<file path="config.mk">
export PLATFORM = sky130hd
export DESIGN_NAME = muldiv_seq
export DESIGN_NICKNAME = d
export VERILOG_FILES = /design/src/rtl/muldiv_pkg.sv /design/src/rtl/muldiv_core.sv /design/src/rtl/muldiv_seq.sv
export SDC_FILE = /design/constraint.sdc
export NUM_CORES = 1
export LEC_CHECK = 0
export BUFFER_PORTS_ARGS = -buffer_cell sky130_fd_sc_hd__buf_4
export CAP_MARGIN = 20
export CELL_PAD_IN_SITES_DETAIL_PLACEMENT = 0
export CELL_PAD_IN_SITES_GLOBAL_PLACEMENT = 1
export CORE_MARGIN = 5
export CORE_UTILIZATION = 41
export CTS_BUF_LIST = sky130_fd_sc_hd__clkbuf_8
export DETAILED_ROUTE_END_ITERATION = 6
export HOLD_SLACK_MARGIN = 0.06
export PLACE_DENSITY_LB_ADDON = 0.1
export SKIP_CTS_REPAIR_TIMING = 1
export SKIP_LAST_GASP = 1
export SLEW_MARGIN = 20
export SYNTH_ARGS = -nofsm -noshare
export SYNTH_HDL_FRONTEND = slang
export SYNTH_SLANG_ARGS = --single-unit
export TNS_END_PERCENT = 30
</file>
<file path="constraint.sdc">
create_clock -name clk -period 3.4 [get_ports clk]
set_clock_uncertainty 0.05 [all_clocks]
set_input_delay 0.85 -clock clk [delete_from_list [all_inputs] [get_ports clk]]
set_output_delay 0.85 -clock clk [all_outputs]
set_load 0.03 [all_outputs]
</file>
<file path="src/rtl/muldiv_pkg.sv">
`default_nettype none
// ============================================================================
// Module      : muldiv_pkg
// Description : Shared definitions for the iterative multiply/divide unit:
//               operand width, iteration count, op encodings, FSM states and
//               a signed-magnitude helper.
// Revision    : 1.0 - initial release
// ============================================================================
package muldiv_pkg;

  // Operand/result width; the datapath only supports 32.
  localparam int XLEN  = 32;
  // One iteration per result bit.
  localparam int ITER  = 32;
  // Iteration counter width; must be able to hold ITER.
  localparam int CNT_W = 6;

  // Operation encodings driven on the op port.
  localparam logic [1:0] OP_MULT  = 2'd0;
  localparam logic [1:0] OP_MULTU = 2'd1;
  localparam logic [1:0] OP_DIV   = 2'd2;
  localparam logic [1:0] OP_DIVU  = 2'd3;

  // Sequencer states.
  typedef enum logic [1:0] {
    ST_IDLE = 2'd0,
    ST_RUN  = 2'd1,
    ST_FIX  = 2'd2
  } state_t;

  // Magnitude of a two's-complement operand. For unsigned operations the raw
  // value is returned. The magnitude of INT_MIN is 0x80000000, which is the
  // correct unsigned magnitude, so no special case is needed.
  function automatic logic [XLEN-1:0] abs_val(input logic [XLEN-1:0] v,
                                               input logic            is_signed);
    abs_val = (is_signed && v[XLEN-1]) ? (~v + XLEN'(1)) : v;
  endfunction

endpackage : muldiv_pkg
`default_nettype wire

</file>
<file path="src/rtl/muldiv_core.sv">
`default_nettype none
// ============================================================================
// Module      : muldiv_core
// Description : Iterative unsigned datapath shared by multiply and divide.
//               Multiply: 64-bit shift-add, {acc_hi, acc_lo} shifts right,
//               multiplicand added when acc_lo[0] is set.
//               Divide: restoring, remainder:quotient shifts left, divisor
//               subtracted whenever the 33-bit trial result is non-negative.
// Ports       : clk, resetn   - clock, asynchronous active-low reset
//               start         - load operands (mag_a, mag_b) for a new op
//               is_div        - 1 = divide, 0 = multiply
//               mag_a, mag_b  - unsigned operand magnitudes
//               step          - perform one iteration this cycle
//               product       - raw 64-bit product {acc_hi, acc_lo}
//               quot, rem     - raw quotient / remainder
// Revision    : 1.0 - initial release
// ============================================================================
module muldiv_core
  import muldiv_pkg::*;
#(
  parameter int DW = 32
) (
  input  logic            clk,
  input  logic            resetn,
  input  logic            start,
  input  logic            is_div,
  input  logic [DW-1:0]   mag_a,
  input  logic [DW-1:0]   mag_b,
  input  logic            step,
  output logic [2*DW-1:0] product,
  output logic [DW-1:0]   quot,
  output logic [DW-1:0]   rem
);

  // acc_hi holds the product high half (multiply) or partial remainder
  // (divide); acc_lo holds multiplier bits / quotient bits; opnd holds the
  // multiplicand or the divisor.
  logic [DW-1:0] acc_hi_q, acc_hi_d;
  logic [DW-1:0] acc_lo_q, acc_lo_d;
  logic [DW-1:0] opnd_q,   opnd_d;

  logic [DW:0]   w_sum;    // acc_hi + multiplicand, with carry
  logic [DW:0]   w_shift;  // remainder shifted left with next dividend bit
  logic [DW:0]   w_diff;   // trial subtraction; bit DW is the borrow

  always_comb begin
    acc_hi_d = acc_hi_q;
    acc_lo_d = acc_lo_q;
    opnd_d   = opnd_q;

    w_sum   = {1'b0, acc_hi_q} + (acc_lo_q[0] ? {1'b0, opnd_q} : '0);
    w_shift = {acc_hi_q, acc_lo_q[DW-1]};
    w_diff  = w_shift - {1'b0, opnd_q};

    if (start) begin
      acc_hi_d = '0;
      if (is_div) begin
        acc_lo_d = mag_a;
        opnd_d   = mag_b;
      end else begin
        acc_lo_d = mag_b;
        opnd_d   = mag_a;
      end
    end else if (step) begin
      if (is_div) begin
        // The remainder is always below the divisor, so a successful
        // subtraction always fits back into DW bits.
        if (!w_diff[DW]) begin
          acc_hi_d = w_diff[DW-1:0];
          acc_lo_d = {acc_lo_q[DW-2:0], 1'b1};
        end else begin
          acc_hi_d = w_shift[DW-1:0];
          acc_lo_d = {acc_lo_q[DW-2:0], 1'b0};
        end
      end else begin
        // Shift the carry into the top of the accumulator.
        acc_hi_d = w_sum[DW:1];
        acc_lo_d = {w_sum[0], acc_lo_q[DW-1:1]};
      end
    end
  end

  always_ff @(posedge clk or negedge resetn) begin
    if (!resetn) begin
      acc_hi_q <= '0;
      acc_lo_q <= '0;
      opnd_q   <= '0;
    end else begin
      acc_hi_q <= acc_hi_d;
      acc_lo_q <= acc_lo_d;
      opnd_q   <= opnd_d;
    end
  end

  assign product = {acc_hi_q, acc_lo_q};
  assign quot    = acc_lo_q;
  assign rem     = acc_hi_q;

endmodule : muldiv_core
`default_nettype wire

</file>
<file path="src/rtl/muldiv_seq.sv">
`default_nettype none
// ============================================================================
// Module      : muldiv_seq
// Description : Sequencer for the iterative multiply/divide resource and owner
//               of the architectural HI/LO registers. Accepts MULT/MULTU/
//               DIV/DIVU and MTHI/MTLO from EX, runs 32 iterations plus a
//               sign-fix cycle, and stalls the front of the pipeline while a
//               HI/LO consumer or producer waits behind an operation.
// Ports       : clk, resetn          - clock, asynchronous active-low reset
//               op_valid, op         - mul/div instruction in EX and its kind
//               src_a, src_b         - rs / rt operands
//               mthi_we, mtlo_we     - MTHI / MTLO in EX
//               mt_data              - MTHI/MTLO write data
//               hi_used_id           - ID instruction reads HI
//               lo_used_id           - ID instruction reads LO
//               cancel               - abort in-flight operation
//               stall                - freeze IF/ID/EX (combinational)
//               busy                 - operation in flight
//               hi, lo               - architectural HI/LO
//               div_zero             - one-cycle divide-by-zero pulse
// Revision    : 1.0 - initial release
// ============================================================================
module muldiv_seq
  import muldiv_pkg::*;
#(
  parameter int XLEN  = 32,
  parameter int CNT_W = 6
) (
  input  logic            clk,
  input  logic            resetn,
  input  logic            op_valid,
  input  logic [1:0]      op,
  input  logic [XLEN-1:0] src_a,
  input  logic [XLEN-1:0] src_b,
  input  logic            mthi_we,
  input  logic            mtlo_we,
  input  logic [XLEN-1:0] mt_data,
  input  logic            hi_used_id,
  input  logic            lo_used_id,
  input  logic            cancel,
  output logic            stall,
  output logic            busy,
  output logic [XLEN-1:0] hi,
  output logic [XLEN-1:0] lo,
  output logic            div_zero
);

  localparam logic [CNT_W-1:0] c_last_iter = CNT_W'(ITER - 1);

  state_t            state_q, state_d;
  logic [CNT_W-1:0]  cnt_q, cnt_d;
  logic              is_div_q, is_div_d;
  logic              neg_res_q, neg_res_d;
  logic              neg_rem_q, neg_rem_d;
  logic [XLEN-1:0]   hi_q, hi_d;
  logic [XLEN-1:0]   lo_q, lo_d;
  logic              div_zero_q, div_zero_d;

  logic              w_op_div;
  logic              w_op_signed;
  logic              w_accept;
  logic              w_step;
  logic              w_core_div;
  logic [XLEN-1:0]   w_mag_a;
  logic [XLEN-1:0]   w_mag_b;
  logic [2*XLEN-1:0] w_product;
  logic [2*XLEN-1:0] w_product_fix;
  logic [XLEN-1:0]   w_quot;
  logic [XLEN-1:0]   w_rem;

  assign w_op_div    = (op == OP_DIV) || (op == OP_DIVU);
  assign w_op_signed = (op == OP_MULT) || (op == OP_DIV);
  assign w_mag_a     = abs_val(src_a, w_op_signed);
  assign w_mag_b     = abs_val(src_b, w_op_signed);

  // The core needs the op kind at load time (from the instruction) and
  // during iteration (from the latched flag).
  assign w_core_div  = (state_q == ST_IDLE) ? w_op_div : is_div_q;

  muldiv_core #(
    .DW (XLEN)
  ) u_core (
    .clk     (clk),
    .resetn  (resetn),
    .start   (w_accept),
    .is_div  (w_core_div),
    .mag_a   (w_mag_a),
    .mag_b   (w_mag_b),
    .step    (w_step),
    .product (w_product),
    .quot    (w_quot),
    .rem     (w_rem)
  );

  assign w_product_fix = neg_res_q ? (~w_product + (2*XLEN)'(1)) : w_product;

  always_comb begin
    state_d    = state_q;
    cnt_d      = cnt_q;
    is_div_d   = is_div_q;
    neg_res_d  = neg_res_q;
    neg_rem_d  = neg_rem_q;
    hi_d       = hi_q;
    lo_d       = lo_q;
    div_zero_d = 1'b0;
    w_accept   = 1'b0;
    w_step     = 1'b0;

    case (state_q)
      ST_IDLE: begin
        if (op_valid) begin
          // A coincident MTHI/MTLO is illegal and dropped; a cancelled
          // instruction is simply not accepted.
          if (!cancel) begin
            if (w_op_div && (src_b == '0)) begin
              div_zero_d = 1'b1;
            end else begin
              w_accept  = 1'b1;
              state_d   = ST_RUN;
              cnt_d     = '0;
              is_div_d  = w_op_div;
              neg_res_d = w_op_signed & (src_a[XLEN-1] ^ src_b[XLEN-1]);
              neg_rem_d = w_op_signed & src_a[XLEN-1];
            end
          end
        end else begin
          if (mthi_we) hi_d = mt_data;
          if (mtlo_we) lo_d = mt_data;
        end
      end

      ST_RUN: begin
        if (cancel) begin
          state_d = ST_IDLE;
        end else begin
          w_step = 1'b1;
          cnt_d  = cnt_q + CNT_W'(1);
          if (cnt_q == c_last_iter) state_d = ST_FIX;
        end
      end

      ST_FIX: begin
        state_d = ST_IDLE;
        if (!cancel) begin
          if (is_div_q) begin
            lo_d = neg_res_q ? (~w_quot + XLEN'(1)) : w_quot;
            hi_d = neg_rem_q ? (~w_rem  + XLEN'(1)) : w_rem;
          end else begin
            hi_d = w_product_fix[2*XLEN-1:XLEN];
            lo_d = w_product_fix[XLEN-1:0];
          end
        end
      end

      default: state_d = ST_IDLE;
    endcase
  end

  always_ff @(posedge clk or negedge resetn) begin
    if (!resetn) begin
      state_q    <= ST_IDLE;
      cnt_q      <= '0;
      is_div_q   <= 1'b0;
      neg_res_q  <= 1'b0;
      neg_rem_q  <= 1'b0;
      hi_q       <= '0;
      lo_q       <= '0;
      div_zero_q <= 1'b0;
    end else begin
      state_q    <= state_d;
      cnt_q      <= cnt_d;
      is_div_q   <= is_div_d;
      neg_res_q  <= neg_res_d;
      neg_rem_q  <= neg_rem_d;
      hi_q       <= hi_d;
      lo_q       <= lo_d;
      div_zero_q <= div_zero_d;
    end
  end

  assign busy     = (state_q != ST_IDLE);
  assign stall    = busy & (hi_used_id | lo_used_id | op_valid | mthi_we | mtlo_we);
  assign hi       = hi_q;
  assign lo       = lo_q;
  assign div_zero = div_zero_q;

endmodule : muldiv_seq
`default_nettype wire

</file>
==> results.cfg <==
[status]
status = complete, but fails checks
failed_checks = setup timing

[finish]
final_cell_mix = buf_4 (388), nand2_1 (263), nor2_1 (220)
drive_gt1_share_pct = 21.83
area.growth.synth_to_final_pct = 27.10
n_fill_cell = 3603
n_antenna_cell = 0
nNetsFinal = 2473
fin_cells = 2770
final_common_cell = buf_4

[grt]
overflow = 0
grt_max_degree = 123
antenna_found_initial = 0
grt_pass1_vias = 15130
track_usage_pct = 28.95
grt_pass1_wl_um = 91000

[place]
place_ws_ns = -0.3663
placed_cells = 2717
dp_hpwl_um = 48190
port_buffers = 172
gp_congestion = 0.9269

[timing]
hold_viol = 0
fin_ws_ns = -0.1139
rsz0062_at_grt = true
min_period_ns = 3.514
finalSetupViolations = 7
worst_pin_slew_ns = 0.7139
post-route-period-util_pct = 103.4
maxSlewViolCount = 0
fin_hold_ws_ns = 0.4362
fin_tns_setup_ns = -0.3834
fmax_mhz = 284.6
slew_headroom_pct = 52.23

[yosys]
synthArstFlopShare_pct = 100.0
yosys_register_bits = 172
ys_dominant_reg_cell = dfrtp_1
synth_edf_count = 0
synth_area_per_cell_sq_um = 7.436
yosysUniqueCellTypes = 67
synth_seq_area_share_pct = 29.03
synth_nets = 2171
syn_inst = 1994
syn_area_sq_um = 14830
yosysWarnings = 0

[worst_setup_path]
r2r_start = u_core.quot[15]
crit_type = reg -> reg
critPathCaptureType = flip-flop
setup.worst_path.start_class = flip-flop
ff2ff_setup_slack_ns = -0.11
crit_family = simple AND/OR/NAND/NOR gates
cp_common_cell = or4_4
cpPeakStageDelay_ns = 0.54
cpMaxStageDelayCell = or4_4
crit_end = hi[25]
crit_buf_inv = 0
ff2ff_path_depth = 9
required_ns = 3.74
startpoint = u_core.quot[15]
worstPathMaxFanout = 3
worstReg2RegEnd = hi[25]
crit_arrival_ns = 3.86
path_cells = or4_4 > or4b_4 > or4_4 > or2_4 > or3_4 > a21oi_4 > a21oi_2 > xor2_1 > a221o_1
crit_cells = 9

[pwr]
power_density_nw_per_um2 = 830.4
p_total_mw = 15.65
max-vdd-ir-drop_mv = 0.5183
p_leak_nw = 8.684

[drt]
wl_met1_um = 27580
ant_nets = 0
top_layer = met4
avgRoutedWirePerCell_um = 21.77
vias_per_cell = 5.671
wl_met3_um = 4096
dr.pass1.iters = 6
met2_length_um = 26930
wl_um = 60300
drc = 0
routed-via-count = 15710
drt_iter0_drc = 1168

[clock_tree]
cts_max_path_buffers = 2
root_buffer = clkbuf_8
clk_latency_ns = 0.51
clk_pin_slew_worst_paths_ns = 0.10
htreeDepth = 4
clock_sinks = 172
cts_tree = yes
cts_inserted_buffers = 17

[floorplan]
die_w_um = 200.2
die-area_sq_um = 40070
rows = 69
start_util_pct = 41.59
core_area_sq_um = 35660
die_h_um = 200.2
pin_count = 173

[worst_hold_path]
hold_path_class = reg -> reg

[flow_run]
cap_violations = 0
==> worst register-to-register path, stage by stage, from the launching register on <==
cell,delay (ns)
dfrtp_1,0.39
or4_4,0.54
or4b_4,0.52
or4_4,0.52
or2_4,0.26
or3_4,0.40
a21oi_4,0.17
a21oi_2,0.08
xor2_1,0.16
a221o_1,0.32
==> power by group <==
| part | switching [mW] | leakage [nW] | internal (mW) |
|---|---|---|---|
| Clock | 0.884 | 0.197 | 0.615 |
| Sequential | 0.517 | 2.17 | 2.59 |
| Combinational | 6.21 | 6.32 | 4.84 |
| Total | 7.61 | 8.68 | 8.04 |
==> logic make-up after synthesis <==
family / count (synthesis) / synth area share (%)
XOR/XNOR: 181 / 10.69
AO/OA/AOI/OAI: 642 / 25.50
AND/OR/NAND/NOR: 704 / 21.41
flip-flops: 172 / 29.03
multiplexers: 36 / 2.447
adder cells (fa/ha/maj): 71 / 6.092
buffers and inverters: 188 / 4.835
==> per-stage QoR <==
stage	instance area [sq um]	util [%]
finish	18850	52.86
global placement	17980	50.44
floorplan	14840	-
detailed placement	17980	50.44
global route	18850	52.86
CTS	18370	51.51
==> flip-flops by register name (all words and copies together) (netlist names) <==
signal / flops
hi: 32
div_zero: 1
lo: 32
is_div_q: 1
cnt_q: 6
neg_rem_q: 1
u_core.rem: 32
state_q: 2
neg_res_q: 1
u_core.quot: 32
u_core.opnd_q: 32
==> how the worst min path moves through the flow <==
| stage | slack, ns | start | end | cells after the start |
|---|---|---|---|---|
| after floorplan | 0.40 | u_core.opnd_q[24] | u_core.opnd_q[24] | 1 |
| after global placement | 0.41 | hi[30] | hi[30] | 2 |
| after detailed placement | 0.42 | hi[30] | hi[30] | 2 |
| after CTS | 0.02 | resetn | lo[19] | 1 |
| after global routing | 0.46 | lo[9] | lo[9] | 1 |
| final | 0.44 | hi[6] | hi[6] | 2 |
==> cells in the mapped netlist (10+ instances only) <==
cell	n	area, sq um
nor2_1	223	837.1
xnor2_1	110	963.4
nand2b_1	23	143.9
a211oi_1	14	105.1
o31ai_1	38	285.3
a21o_1	32	240.2
nor4_1	18	112.6
a21oi_1	220	1101
nor2b_1	19	118.9
mux2i_1	34	340.3
clkbuf_1	109	409.1
or2_2	10	62.56
dfrtp_1	172	4304
a22oi_1	17	127.6
nor3_1	41	205.2
ha_1	69	863.3
o211ai_1	12	90.09
or4_1	11	82.58
nand2_1	264	991.0
nand4_1	12	75.07
a31oi_1	34	212.7
inv_1	63	236.5
buf_1	11	41.29
nand3_1	23	115.1
and2_1	17	106.4
o21ai_0	207	1036
or3_1	16	100.1
xor2_1	71	621.9
==> metal layers <==
metal	global-route usage [%]	vias up
met2	45.90	548
met1	40.65	7460
met5	0	-
li1	-	7637
met4	8.778	0
met3	4.997	64
==> final cells by class <==
class                           instances  area (sq um)  share of cell area, %
Timing Repair Buffer                  407          3227                  17.12
Clock buffer                           18         247.7                  1.314
Tap cell                              461         576.8                  3.060
Sequential cell                       172          4305                  22.84
Clock inverter                         14         136.4                 0.7236
Inverter                               64         242.7                  1.288
Multi-Input combinational cell       1634         10110                  53.65
Note: power is estimated with default switching activity, not from simulation.
